### config.mk
export PLATFORM = sky130hd
export DESIGN_NAME = judgment_overlay_gen
export DESIGN_NICKNAME = d
export VERILOG_FILES = /design/src/rtl/judgment_overlay_gen.sv
export SDC_FILE = /design/constraint.sdc
export NUM_CORES = 1
export LEC_CHECK = 0
export ABC_CLOCK_PERIOD_IN_PS = 5200
export CORE_ASPECT_RATIO = 1.2
export CORE_MARGIN = 8
export CORE_UTILIZATION = 58
export CTS_CLUSTER_SIZE = 8
export DETAILED_ROUTE_END_ITERATION = 12
export PLACE_DENSITY_LB_ADDON = 0.1
export SLEW_MARGIN = 30
export SYNTH_ARGS = -nofsm -noshare
export SYNTH_HDL_FRONTEND = slang
export SYNTH_SLANG_ARGS = --single-unit
### constraint.sdc
create_clock -name clk_in -period 5.2 [get_ports clk_in]
set_input_delay 0.78 -clock clk_in [delete_from_list [all_inputs] [get_ports clk_in]]
set_output_delay 0.78 -clock clk_in [all_outputs]
set_load 0.1 [all_outputs]
### src/rtl/judgment_overlay_gen.sv
// Crosshair and judgment-ring overlay generator with a frame-timed judgment FSM.
// Optional macro JUDGE_BLINK_EN blinks the judgment ring 4 frames on / 4 frames off.
module judgment_overlay_gen #(
   parameter int H_ACTIVE     = 1280,
   parameter int V_ACTIVE     = 720,
   parameter int CROSS_HALF   = 8,
   parameter int JUDGE_RADIUS = 16,
   parameter int FLASH_FRAMES = 30
) (
   input  logic        clk_in,
   input  logic        rst_n_in,
   input  logic [10:0] hcount_in,
   input  logic [9:0]  vcount_in,
   input  logic        frame_start_in,
   input  logic        target_valid_in,
   input  logic [10:0] target_x_in,
   input  logic [9:0]  target_y_in,
   input  logic        target_clear_in,
   input  logic        judge_valid_in,
   input  logic        judge_correct_in,
   input  logic [10:0] judge_x_in,
   input  logic [9:0]  judge_y_in,
   output logic        judge_ready_out,
   output logic        crosshair_out,
   output logic        judgment_out,
   output logic        judgment_correct_out
);

   // state | meaning
   // IDLE  | no judgment pending, accepting requests
   // ARMED | judgment captured, waiting for the next frame start
   // SHOW  | ring displayed; frame_cnt counts remaining frames down to 0
   typedef enum logic [1:0] {S_IDLE, S_ARMED, S_SHOW} state_t;

   localparam logic [10:0] H_LIM      = 11'(H_ACTIVE);
   localparam logic [9:0]  V_LIM      = 10'(V_ACTIVE);
   localparam logic [11:0] CROSS_LIM  = 12'(CROSS_HALF);
   localparam logic [11:0] RING_RAD   = 12'(JUDGE_RADIUS);
   localparam logic [7:0]  FLASH_LAST = 8'(FLASH_FRAMES - 1);

   state_t      state_q, state_d;
   logic [7:0]  frame_cnt_q, frame_cnt_d;
   logic        rdy_q;
   logic [10:0] pend_x_q, pend_x_d;
   logic [9:0]  pend_y_q, pend_y_d;
   logic        pend_v_q, pend_v_d;
   logic [10:0] act_x_q, act_x_d;
   logic [9:0]  act_y_q, act_y_d;
   logic        act_v_q, act_v_d;
   logic [10:0] jud_x_q, jud_x_d;
   logic [9:0]  jud_y_q, jud_y_d;
   logic        jud_c_q, jud_c_d;
   logic        cross_q, cross_d;
   logic        ring_q, ring_d;
   logic        ring_c_q, ring_c_d;
   logic        xfer;

   // rdy_q keeps ready low throughout reset and raises it on the first edge after.
   assign judge_ready_out = rdy_q && (state_q == S_IDLE);
   assign xfer            = judge_valid_in && judge_ready_out;

   always_comb begin
      pend_x_d = pend_x_q;
      pend_y_d = pend_y_q;
      pend_v_d = pend_v_q;
      act_x_d  = act_x_q;
      act_y_d  = act_y_q;
      act_v_d  = act_v_q;
      if (target_valid_in) begin
         pend_x_d = target_x_in;
         pend_y_d = target_y_in;
         pend_v_d = 1'b1;
      end
      if (target_clear_in) pend_v_d = 1'b0;
      // Same-cycle updates bypass straight into the active copy at frame start.
      if (frame_start_in) begin
         act_x_d = pend_x_d;
         act_y_d = pend_y_d;
         act_v_d = pend_v_d;
      end
   end

   always_comb begin
      state_d     = state_q;
      frame_cnt_d = frame_cnt_q;
      jud_x_d     = jud_x_q;
      jud_y_d     = jud_y_q;
      jud_c_d     = jud_c_q;
      case (state_q)
         S_IDLE: begin
            if (xfer) begin
               jud_x_d = judge_x_in;
               jud_y_d = judge_y_in;
               jud_c_d = judge_correct_in;
               state_d = S_ARMED;
            end
         end
         S_ARMED: begin
            if (frame_start_in) begin
               state_d     = S_SHOW;
               frame_cnt_d = FLASH_LAST;
            end
         end
         S_SHOW: begin
            if (frame_start_in) begin
               if (frame_cnt_q != 8'd0) frame_cnt_d = frame_cnt_q - 8'd1;
               else                     state_d     = S_IDLE;
            end
         end
         default: state_d = S_IDLE;
      endcase
   end

   function automatic logic [11:0] abs12(input logic signed [11:0] v);
      return v[11] ? 12'(-v) : 12'(v);
   endfunction

   logic signed [11:0] dx_t, dy_t, dx_j, dy_j;
   logic [11:0]        adx_t, ady_t, adx_j, ady_j, max_j;
   logic               in_active, ring_hit;

   // 12-bit signed differences cover the full 11-bit range, so nothing wraps.
   assign dx_t  = $signed({1'b0, hcount_in}) - $signed({1'b0, act_x_q});
   assign dy_t  = $signed({2'b0, vcount_in}) - $signed({2'b0, act_y_q});
   assign dx_j  = $signed({1'b0, hcount_in}) - $signed({1'b0, jud_x_q});
   assign dy_j  = $signed({2'b0, vcount_in}) - $signed({2'b0, jud_y_q});
   assign adx_t = abs12(dx_t);
   assign ady_t = abs12(dy_t);
   assign adx_j = abs12(dx_j);
   assign ady_j = abs12(dy_j);
   assign max_j = (adx_j >= ady_j) ? adx_j : ady_j;

   assign in_active = (hcount_in < H_LIM) && (vcount_in < V_LIM);

`ifdef JUDGE_BLINK_EN
   assign ring_hit = (state_q == S_SHOW) && (max_j == RING_RAD) && !frame_cnt_q[2];
`else
   assign ring_hit = (state_q == S_SHOW) && (max_j == RING_RAD);
`endif

   always_comb begin
      cross_d  = in_active && act_v_q &&
                 (((dx_t == 12'sd0) && (ady_t <= CROSS_LIM)) ||
                  ((dy_t == 12'sd0) && (adx_t <= CROSS_LIM)));
      ring_d   = in_active && ring_hit;
      ring_c_d = in_active && ring_hit && jud_c_q;
   end

   always_ff @(posedge clk_in or negedge rst_n_in) begin
      if (!rst_n_in) begin
         state_q     <= S_IDLE;
         frame_cnt_q <= 8'd0;
         rdy_q       <= 1'b0;
         pend_x_q    <= 11'd0;
         pend_y_q    <= 10'd0;
         pend_v_q    <= 1'b0;
         act_x_q     <= 11'd0;
         act_y_q     <= 10'd0;
         act_v_q     <= 1'b0;
         jud_x_q     <= 11'd0;
         jud_y_q     <= 10'd0;
         jud_c_q     <= 1'b0;
         cross_q     <= 1'b0;
         ring_q      <= 1'b0;
         ring_c_q    <= 1'b0;
      end else begin
         state_q     <= state_d;
         frame_cnt_q <= frame_cnt_d;
         rdy_q       <= 1'b1;
         pend_x_q    <= pend_x_d;
         pend_y_q    <= pend_y_d;
         pend_v_q    <= pend_v_d;
         act_x_q     <= act_x_d;
         act_y_q     <= act_y_d;
         act_v_q     <= act_v_d;
         jud_x_q     <= jud_x_d;
         jud_y_q     <= jud_y_d;
         jud_c_q     <= jud_c_d;
         cross_q     <= cross_d;
         ring_q      <= ring_d;
         ring_c_q    <= ring_c_d;
      end
   end

   assign crosshair_out        = cross_q;
   assign judgment_out         = ring_q;
   assign judgment_correct_out = ring_c_q;

endmodule

==> qor.csv <==
stage;metric;value;unit
placed_design;IO Port Bufs;73;
outcome;status;finished clean;
placed_design;Placed Cells;1006;
timing;f_max;205;MHz
power_and_ir_drop;Lkg Pwr;3.42;nW
floorplan;DIE WIDTH;114;um
routing;post-route ant nets;0;
yosys;asr flop ratio synth;100;%
setup_path;Setup CP Type;in2reg;
routing;routed vias;6068;
layout;Total Nets Final;995;
yosys;Primary FF master, synth;dfrtp_1;
layout;final design utilization;71.1;%
floorplan;die area;0.0151;mm2
floorplan;IO Count;74;
job;max_cap viols;0;
power_and_ir_drop;Power Density;556;mW/mm2
routing;drc violations;0;
setup_path;worst reg2reg startpoint;jud_x_q[3];
clock_tree;CTS root buffer;clkbuf_16;
global_route;initial antenna violation count;0;
clock_tree;Post-CTS Setup Bufs;0;
placed_design;GP Congestion;0.901;
layout;n_diodes;0;
setup_path;CP Launch Type;input pin;
setup_path;CP Data Required Time;5.48;ns
power_and_ir_drop;maximum vdd ir drop;0.000280;V
global_route;vias in the first global route;6020;
clock_tree;CTS Buffer Depth;2;
clock_tree;worst skew pair latency;0.34;ns
global_route;global-route wire length before repair;28.0;mm
yosys;main combinational cell family by area after synthesis;compound AO/OA/AOI/OAI gates;
yosys;Synthesis Warnings;0;
layout;most frequent cells in the layout;nand2_1, dfrtp_1, clkdlybuf4s50_1, inv_1, o21ai_0;
yosys;synthesized flop and latch total;80;
placed_design;worst slack at placement;-0.159;ns
floorplan;Chip Height;133;um
timing;Tightest Pin Transition;0.978;ns
yosys;Synth Area in Adders;12.2;%
yosys;Synth Cell Area;0.00662;mm2
clock_tree;clk slew on worst S/H paths;0.07;ns
setup_path;Critical Path Source;hcount_in[3];
yosys;Compound-Gate Fraction of Synth Area;20.9;%
yosys;Cells after Synth;786;
placed_design;HPWL after DPL;12.9;mm
routing;DR vias/cell;5.94;
timing;Max-slew headroom;34.6;%
yosys;library cells used by synthesis;73;
timing;Worst Skew;0.00902;ns
routing;First-pass DRT Iterations;9;
setup_path;WP data arrival;5.15;ns
timing;Tmin final;4.87;ns
clock_tree;CTS resizes;0;
layout;Layout area overhead;19.1;%
yosys;Post-synth EDFFs;0;
routing;final wirelength;16.7;mm
yosys;xor and xnor area share after synthesis;5.95;%
yosys;mux contribution to synthesized area;5.52;%
routing;drt initial violations;421;
global_route;remaining global-route overflow;0;
clock_tree;H-tree lvl count;3;
global_route;largest net degree at the start of global routing;81;
min_path;Hold/Removal Path Class;in2async;
yosys;post-synthesis simple-gate area fraction;19.8;%
yosys;Seq/Total Area, Yosys;30.2;%
routing;WL/cell;16.4;um
yosys;Avg Cell Area, Syn;8.42;um2
clock_tree;CTS Buf Count;9;
layout;final cell count without fillers;1022;
clock_tree;Sink Count;80;
clock_tree;CTS tree;done;
timing;Hold Fails Final Rpt;0;
timing;Pins Over Slew Limit;0;
global_route;global-route usage over all layers;22.4;%
timing;setup violation total in the final timing report;0;
floorplan;Initial Utilization;59.7;%
floorplan;FP Rows;42;
timing;RSZ-0062 raised after global routing;no;
timing;setup ws final;0.333;ns
layout;commonest non-fill, non-tap cell in the layout;nand2_1;
layout;layout cell share with drive strength beyond 1;9.45;%
clock_tree;Hold Buf Count CTS;0;
setup_path;largest fanout on the critical path;15;
setup_path;crit path capture type;register;
floorplan;area of the core;0.0111;mm2
timing;period utilization;93.6;%
kinds of logic (layout without fill, tap and decap cells):
| family | Yosys count | after routing |
|---|---|---|
| AND/OR/NAND/NOR | 270 | 270 |
| AO/OA/AOI/OAI | 205 | 205 |
| buffers and inverters | 90 | 171 |
| flip-flops | 80 | 80 |
| adder cells (fa/ha/maj) | 62 | 62 |
| XOR/XNOR | 45 | 45 |
| multiplexers | 33 | 33 |
| other | 1 | 2 |
metrics by stage:
stage               TNS [ns]  total power [mW]  hold slack [ns]  instance area (um2)
global route               0              4.78            0.511                 7880
detailed placement    -0.315              3.70            0.476                 7560
global placement           0              3.57            0.471                 7550
CTS                        0              4.34            0.490                 7850
finish                     0              4.38            0.477                 7880
floorplan                  0              2.96            0.450                 6620
critical path: stages:
cell	delay (ns)
clkdlybuf4s50_1	0.45
ha_1	0.40
o21ai_0	0.12
a21oi_1	0.35
o211a_1	0.29
or2_1	0.43
nor2_1	0.10
xnor2_1	0.19
ha_1	0.30
o21ai_0	0.08
o21bai_1	0.13
a21oi_1	0.11
o31ai_1	0.20
a221oi_1	0.14
buf_4	0.16
a2111oi_4	0.25
o2111ai_1	0.16
a2111oi_2	0.32
o21a_1	0.18
power by group:
| part | internal, mW | switching (mW) | leakage [nW] |
|---|---|---|---|
| clock | 0.342 | 0.291 | 0.136 |
| sequential | 0.764 | 0.0623 | 0.972 |
| combinational | 1.25 | 1.67 | 2.31 |
| total | 2.36 | 2.02 | 3.42 |
area by class of cell:
cell class / count / area (um2)
clock buffers: 10 / 239
clock inverters: 6 / 50.0
fillers: 838 / 3210
inverters: 67 / 251
multi-input cells: 617 / 4310
flip-flops and latches: 80 / 2000
well taps: 154 / 193
repair buffers: 88 / 840
flip-flops by register name, summed over array words and instances, names as in the netlist:
signal	cells
frame_cnt_q	8
jud_c_q	1
act_x_q	11
act_y_q	10
pend_x_q	11
crosshair_out	1
judgment_correct_out	1
rdy_q	1
jud_x_q	11
pend_y_q	10
jud_y_q	10
pend_v_q	1
act_v_q	1
judgment_out	1
state_q	2
Yosys cell counts, drive strengths merged (8+ instances only):
master | count | area (um2)
nor4 | 8 | 50.1
nand2b | 9 | 56.3
nand4 | 8 | 50.1
dfrtp | 80 | 2000
a21o | 11 | 82.6
inv | 67 | 251
nor2b | 13 | 81.3
o21a | 14 | 105
a31oi | 8 | 50.1
nand2 | 84 | 315
xnor2 | 25 | 219
ha | 58 | 726
nor3 | 20 | 100
o2111ai | 9 | 78.8
a21oi | 31 | 155
nand3 | 26 | 130
xor2 | 20 | 175
clkbuf | 18 | 67.6
o21ai | 67 | 335
nor2 | 61 | 229
mux2 | 28 | 315
metal layers:
metal / GRT usage [%] / vias up / part of all wire, %
met5: 0 / - / 0
met4: 8.23 / 0 / 2.4
met3: 3.87 / 39 / 4.1
met2: 39.4 / 156 / 50
met1: 26.6 / 2906 / 43
li1: - / 2967 / -
final timing paths:
| path | cells after the start | slack [ns] | to |
|---|---|---|---|
| min in group clk_in | 2 | 0.49 | frame_cnt_q[1] |
| hold / removal | 1 | 0.48 | pend_x_q[6] |
| hold reg to reg | 2 | 0.49 | frame_cnt_q[1] |
| setup reg to reg | 19 | 0.86 | judgment_correct_out |
| max in group asynchronous | 1 | 4.22 | jud_x_q[9] |
| setup / recovery | 19 | 0.33 | judgment_correct_out |
No activity file was read; power rests on OpenSTA's default activity.
